<file path="src/rtl/slice_volume_integrator_pkg.sv">
// Shared state encoding, default widths and drain length for the slice volume integrator.
package vol_pkg;

    localparam int unsigned SURF_W_DEF = 32;
    localparam int unsigned DZ_W_DEF   = 16;
    localparam int unsigned VOL_W_DEF  = 64;
    localparam int unsigned CNT_W_DEF  = 10;

    // Cycles spent in DRAIN; covers the 2-cycle MAC pipeline so acc is final at DONE.
    localparam int unsigned DRAIN_CYC = 2;

    typedef enum logic [2:0] {IDLE, WAIT_FIRST, ACCUM, DRAIN, DONE} vol_state_t;

endpackage

</file>
<file path="src/rtl/slice_volume_integrator_mac.sv">
// Two-stage trapezoid MAC: stage 1 adds neighbouring surfaces, stage 2 scales by dz and
// accumulates into a VOL_W+1 bit register that saturates and flags on carry-out.
module slice_trap_mac
    import vol_pkg::*;
#(
    parameter int unsigned SURF_W = SURF_W_DEF,
    parameter int unsigned DZ_W   = DZ_W_DEF,
    parameter int unsigned VOL_W  = VOL_W_DEF
) (
    input  logic              clk,
    input  logic              rst,
    input  logic              clear,
    input  logic              issue,
    input  logic [SURF_W-1:0] a,
    input  logic [SURF_W-1:0] b,
    input  logic [DZ_W-1:0]   dz,
    output logic [VOL_W:0]    acc,
    output logic              ovf
);

    localparam int unsigned AW = VOL_W + 1;
    localparam int unsigned PW = SURF_W + 1 + DZ_W;

    logic [SURF_W:0] sum_q;
    logic            v1_q;
    logic [PW-1:0]   prod;
    logic [AW:0]     acc_nx;

    always_comb begin
        prod   = PW'(sum_q) * PW'(dz);
        acc_nx = {1'b0, acc} + (AW + 1)'(prod);
    end

    always_ff @(posedge clk or negedge rst) begin
        if (!rst) begin
            sum_q <= '0;
            v1_q  <= 1'b0;
            acc   <= '0;
            ovf   <= 1'b0;
        end else if (clear) begin
            sum_q <= '0;
            v1_q  <= 1'b0;
            acc   <= '0;
            ovf   <= 1'b0;
        end else begin
            v1_q <= issue;
            if (issue) begin
                sum_q <= {1'b0, a} + {1'b0, b};
            end
            // Once saturated the accumulator is frozen for the rest of the scan.
            if (v1_q && !ovf) begin
                if (acc_nx[AW]) begin
                    acc <= '1;
                    ovf <= 1'b1;
                end else begin
                    acc <= acc_nx[AW-1:0];
                end
            end
        end
    end

endmodule

</file>
<file path="src/rtl/slice_volume_integrator.sv">
// Scan-volume integrator: frames a scan with start/stop, counts surface results on rdy rising
// edges and feeds neighbouring pairs into the trapezoid MAC; posts one result strobe per scan.
module slice_volume_integrator
    import vol_pkg::*;
#(
    parameter int unsigned SURF_W = SURF_W_DEF,
    parameter int unsigned DZ_W   = DZ_W_DEF,
    parameter int unsigned VOL_W  = VOL_W_DEF,
    parameter int unsigned CNT_W  = CNT_W_DEF
) (
    input  logic              clk,
    input  logic              rst,
    input  logic              start,
    input  logic              stop,
    input  logic [DZ_W-1:0]   dz,
    input  logic              surf_rdy,
    input  logic [SURF_W-1:0] surf,
    output logic              busy,
    output logic              vol_valid,
    output logic [VOL_W-1:0]  volume,
    output logic [CNT_W-1:0]  slice_cnt,
    output logic              overflow
);

    localparam logic [CNT_W-1:0] CNT_MAX = '1;

    vol_state_t        state_q;
    logic              rdy_q;
    logic [DZ_W-1:0]   dz_q;
    logic [SURF_W-1:0] prev_q;
    logic [CNT_W-1:0]  cnt_q;
    logic              cnt_ovf_q;
    logic [1:0]        drain_q;

    logic              acc_ev;
    logic              mac_issue;
    logic [VOL_W:0]    acc;
    logic              mac_ovf;

    always_comb begin
        acc_ev    = surf_rdy & ~rdy_q;
        // A restart aborts the scan, so it must not also push a surface into the MAC.
        mac_issue = (state_q == ACCUM) && acc_ev && !start && (cnt_q != CNT_MAX);
        busy      = (state_q != IDLE);
    end

    slice_trap_mac #(
        .SURF_W(SURF_W),
        .DZ_W  (DZ_W),
        .VOL_W (VOL_W)
    ) u_mac (
        .clk  (clk),
        .rst  (rst),
        .clear(start),
        .issue(mac_issue),
        .a    (prev_q),
        .b    (surf),
        .dz   (dz_q),
        .acc  (acc),
        .ovf  (mac_ovf)
    );

    always_ff @(posedge clk or negedge rst) begin
        if (!rst) begin
            state_q   <= IDLE;
            rdy_q     <= 1'b0;
            dz_q      <= '0;
            prev_q    <= '0;
            cnt_q     <= '0;
            cnt_ovf_q <= 1'b0;
            drain_q   <= '0;
            vol_valid <= 1'b0;
            volume    <= '0;
            slice_cnt <= '0;
            overflow  <= 1'b0;
        end else begin
            rdy_q     <= surf_rdy;
            vol_valid <= 1'b0;
            if (start) begin
                state_q   <= WAIT_FIRST;
                dz_q      <= dz;
                cnt_q     <= '0;
                cnt_ovf_q <= 1'b0;
            end else begin
                unique case (state_q)
                    IDLE: ;
                    WAIT_FIRST, ACCUM: begin
                        if (acc_ev) begin
                            if (cnt_q == CNT_MAX) begin
                                cnt_ovf_q <= 1'b1;
                            end else begin
                                prev_q <= surf;
                                cnt_q  <= cnt_q + 1'b1;
                                if (state_q == WAIT_FIRST) begin
                                    state_q <= ACCUM;
                                end
                            end
                        end
                        if (stop) begin
                            state_q <= DRAIN;
                            drain_q <= '0;
                        end
                    end
                    DRAIN: begin
                        if (drain_q == 2'(DRAIN_CYC - 1)) begin
                            state_q   <= DONE;
                            vol_valid <= 1'b1;
                            volume    <= acc[VOL_W:1];
                            slice_cnt <= cnt_q;
                            overflow  <= cnt_ovf_q | mac_ovf;
                        end else begin
                            drain_q <= drain_q + 1'b1;
                        end
                    end
                    DONE:    state_q <= IDLE;
                    default: state_q <= IDLE;
                endcase
            end
        end
    end

endmodule
</file>
<file path="config.mk">
export PLATFORM = sky130hd
export DESIGN_NAME = slice_volume_integrator
export DESIGN_NICKNAME = d
export VERILOG_FILES = /design/src/rtl/slice_volume_integrator_pkg.sv /design/src/rtl/slice_volume_integrator_mac.sv /design/src/rtl/slice_volume_integrator.sv
export SDC_FILE = /design/constraint.sdc
export NUM_CORES = 2
export LEC_CHECK = 0
export BUFFER_PORTS_ARGS = -buffer_cell sky130_fd_sc_hd__buf_2
export CORE_MARGIN = 8
export CORE_UTILIZATION = 35
export CTS_BUF_LIST = sky130_fd_sc_hd__clkbuf_4
export CTS_CLUSTER_SIZE = 8
export DETAILED_ROUTE_END_ITERATION = 10
export MAX_ROUTING_LAYER = met4
export PLACE_DENSITY = 0.5
export SLEW_MARGIN = 20
export SYNTH_ARGS = -nofsm -noshare
export SYNTH_HDL_FRONTEND = slang
export SYNTH_SLANG_ARGS = --single-unit
export TNS_END_PERCENT = 50
</file>
<file path="constraint.sdc">
create_clock -name clk -period 13.84 [get_ports clk]
set_input_delay 1.384 -clock clk [delete_from_list [all_inputs] [get_ports clk]]
set_output_delay 1.384 -clock clk [all_outputs]
set_load 0.05 [all_outputs]
</file>
==> flow_summary.toml <==
[clock_network]
post_cts_buffers = 0
htreeDepth = 3
clock_path_buffers = 3
cts-buffers-inserted = 75
ctsHoldBuffers = 0
cts.sink_count = 241
cts_tree = "yes"
clockRootBuffer = "clkbuf_4"
clkSlewWorstSetupHoldPaths_ps = 70
cts_resized = 0
clock_latency_ps = 880

[place]
hpwlAfterDp_um = 61800
post-place-ws_ps = 5950
routabilityCongestion = 0.843
port_buffers = 129
dpl_cell_area_sq_mm = 0.0313

[global_route]
grt_pass1_vias = 23200
grt.overflow.total = 0
grt_usage_pct = 17.9
grt_pass1_wl_um = 130000
grt_max_degree = 76
antenna_found_initial = 7

[yosys]
async_reset_ff_share_pct = 100
synth-seq-cells = 241
synth.avg_cell_area_sq_um = 9.18
yosys_warnings = 0
synth_edf_count = 0
syn_area_sq_mm = 0.0297
ys_seq_area_share_pct = 20.3
synthFlopType = "dfrtp_1"
synth.distinct_cells = 79
syn_inst = 3231
syn_nets = 3927

[die]
die_w_um = 307
dieHeight_um = 307
rows = 106
dieArea_sq_mm = 0.0943
coreArea_sq_mm = 0.0838
initial_core_util_pct = 35.4
ioPinCount = 130

[timing]
hold_ws_ps = 467
relSlewSlack_pct = 31.1
rsz0062_at_grt = "false"
slew_violations = 0
worstMarginPinSlew_ps = 1030
max_freq_mhz = 127
fin_ws_ps = 5960
setup_viol = 0
post-route-period-util_pct = 56.9
fin_crit_ps = 7880
tns_ps = 0
skew_ps = 100
finalHoldViolations = 0

[setup_path]
path_depth = 23
rr_endpoint = "u_mac.acc[54]$_DFFE_PN0P_"
worstSetupEndpointType = "flop"
crit_fanout = 47
cp.required_ps = 14610
path_common_cell = "fa_1"
critPathKind = "reg -> reg"
start_kind = "flop"
setup.worst_path.start = "dz_q[3]$_DFFE_PN0P_"
cp-endpoint = "u_mac.acc[54]$_DFFE_PN0P_"
crit_chain = "buf_4 > nand2_1 > fa_1 > fa_1 > fa_1 > inv_1 > fa_1 > fa_1 > inv_1 > fa_1 > inv_1 > ha_1 > a21oi_1 > o21ai_1 > a21oi_1 > o31ai_1 > and2_1 > a31oi_4 > o41ai_4 > a31oi_4 > and2_4 > a221o_1 > a31oi_1"
slowest_delay_ps = 850
path_delay_family = "adder cells"
cp.arrival_ps = 8640
reg2reg_depth = 23
r2r_slack_ps = 5960
slowest_stage = "dfrtp_1"
r2r-start = "dz_q[3]$_DFFE_PN0P_"
cp_num_buf_inv = 4

[power]
powerDensity_mw_per_mm2 = 84.1
p_total_uw = 2710
peakVddDrop_uv = 63.5
p_leak_uw = 0.0164

[final_layout]
finalNetCount = 3994
final_area_sq_mm = 0.0322
syn_to_final_growth_pct = 8.73
drive_gt1_share_pct = 11.6

[route]
viasPerCell = 4.86
wl_um = 80000
drt-initial-drc-count = 1024
drtAntennaViolNets = 0
firstDrtPassIters = 5
route.detailed.drc = 0
vias = 21900
wl_per_cell_um = 17.8

[job]
maxCapViolCount = 0

[status]
status = "complete, no violations"

[min_path]
hold_path_class = "reg -> reg"
through the flow:
stage,utilization (%),cells
final,38.5,4494
after global routing,38.5,4494
after CTS,38.4,4482
after detailed placement,37.3,4354
after global placement,37.3,4354
after floorplan,-,3231
registers in the layout, indices dropped and copies added (netlist names):
signal,cells
cnt_q,10
volume,64
slice_cnt,10
drain_q,2
state_q,3
vol_valid,1
u_mac.ovf,1
u_mac.v1_q,1
rdy_q,1
u_mac.sum_q,33
u_mac.acc,65
dz_q,16
prev_q,32
cnt_ovf_q,1
overflow,1
worst register-to-register path: cells and delay by family (launching register included):
kind	cells	cell delay, ps
AOI/OAI and AO/OA	9	2180
adders and majority gates	7	3430
DFF	1	850
and+or+nand+nor	3	800
buffers and inverters	4	560
layer usage:
layer | up-vias | wire, um | GRT usage (%)
met5 | - | 0 | -
met4 | 0 | 2660 | 6.21
met3 | 138 | 2950 | 2.75
met2 | 412 | 41300 | 30.8
met1 | 11200 | 33100 | 21.2
li1 | 10100 | - | -
worst min-delay path by stage:
| stage | from | to | slack [ps] | depth (start not counted) |
|---|---|---|---|---|
| after floorplan | u_mac.acc[61]$_DFFE_PN0P_ | volume[60]$_DFFE_PN0P_ | 450 | 2 |
| after detailed placement | volume[38]$_DFFE_PN0P_ | volume[38]$_DFFE_PN0P_ | 460 | 2 |
| after global routing | rst | volume[10]$_DFFE_PN0P_ | 440 | 1 |
| after global placement | slice_cnt[4]$_DFFE_PN0P_ | slice_cnt[4]$_DFFE_PN0P_ | 460 | 2 |
| after CTS | rst | volume[10]$_DFFE_PN0P_ | 420 | 1 |
| final | volume[38]$_DFFE_PN0P_ | volume[38]$_DFFE_PN0P_ | 470 | 2 |
power by group:
group | leakage [uW] | total [uW] | internal, uW | switching [uW]
clock network | 0.000541 | 710 | 354 | 356
registers | 0.00321 | 919 | 822 | 97.8
logic | 0.0126 | 1080 | 372 | 709
total | 0.0164 | 2710 | 1550 | 1160
kinds of logic (layout without fill, tap and decap cells):
group | count (synthesis) | after routing | share of synthesized area, %
multiplexers | 50 | 50 | 1.89
XOR/XNOR | 80 | 80 | 2.36
adder cells (fa/ha/maj) | 643 | 643 | 39.3
flip-flops | 241 | 241 | 20.3
other | 0 | 11 | 0
AO/OA/AOI/OAI | 399 | 399 | 9.73
buffers and inverters | 817 | 935 | 10.5
AND/OR/NAND/NOR | 1001 | 1001 | 15.9
cells in the mapped netlist, types with 5 or more instances:
master	instances	share of area (%)
a31oi_1	13	0.27
a21oi_1	106	1.8
or3_1	7	0.15
nand4_1	10	0.21
fa_1	482	33
a221oi_1	9	0.27
a311oi_1	6	0.18
xor2_1	33	0.97
a211o_1	6	0.18
buf_1	9	0.11
and4_1	6	0.18
buf_6	5	0.19
nand3_1	20	0.34
nand2b_1	8	0.17
mux2_2	45	1.7
xnor2_1	47	1.4
clkbuf_1	148	1.9
o21ai_0	99	1.7
nor2_1	84	1.1
ha_1	161	6.8
dfrtp_1	241	20
and2_1	206	4.3
nor2b_1	9	0.19
o21a_1	12	0.30
a21o_1	34	0.86
nor3_1	21	0.35
o21bai_1	16	0.41
a211oi_2	12	0.51
nand2_1	558	7.1
and3_1	26	0.55
a221oi_2	29	1.5
a211oi_1	12	0.30
o31ai_1	6	0.15
nand3b_1	26	0.66
inv_1	650	8.2
cell type report:
type / count / area (sq um)
Antenna cell: 11 / 27.5
Clock buffer: 106 / 796
Clock inverter: 22 / 111
Fill cell: 8841 / 51600
Inverter: 651 / 2440
Multi-Input combinational cell: 2173 / 20500
Sequential cell: 241 / 6040
Tap cell: 1134 / 1420
Timing Repair Buffer: 156 / 885
layout by cell type, fill, tap and decap left out, types with 9 or more instances in the layout:
master	n
clkbuf_4	106
inv_1	650
nand4_1	10
and3_1	26
mux2_2	45
a211oi_2	12
ha_1	161
fa_1	482
a221oi_1	9
a31oi_1	13
a211oi_1	12
a221oi_2	29
diode_2	11
o21a_1	12
xor2_1	33
buf_2	127
clkinv_1	15
nor3_1	21
and2_1	206
buf_4	26
nand2_1	557
nand3b_1	26
xnor2_1	47
nand3_1	20
nor2_1	84
a21o_1	34
o21bai_1	16
dfrtp_1	236
a21oi_1	106
o21ai_0	99
Note: power is estimated with default switching activity, not from simulation.
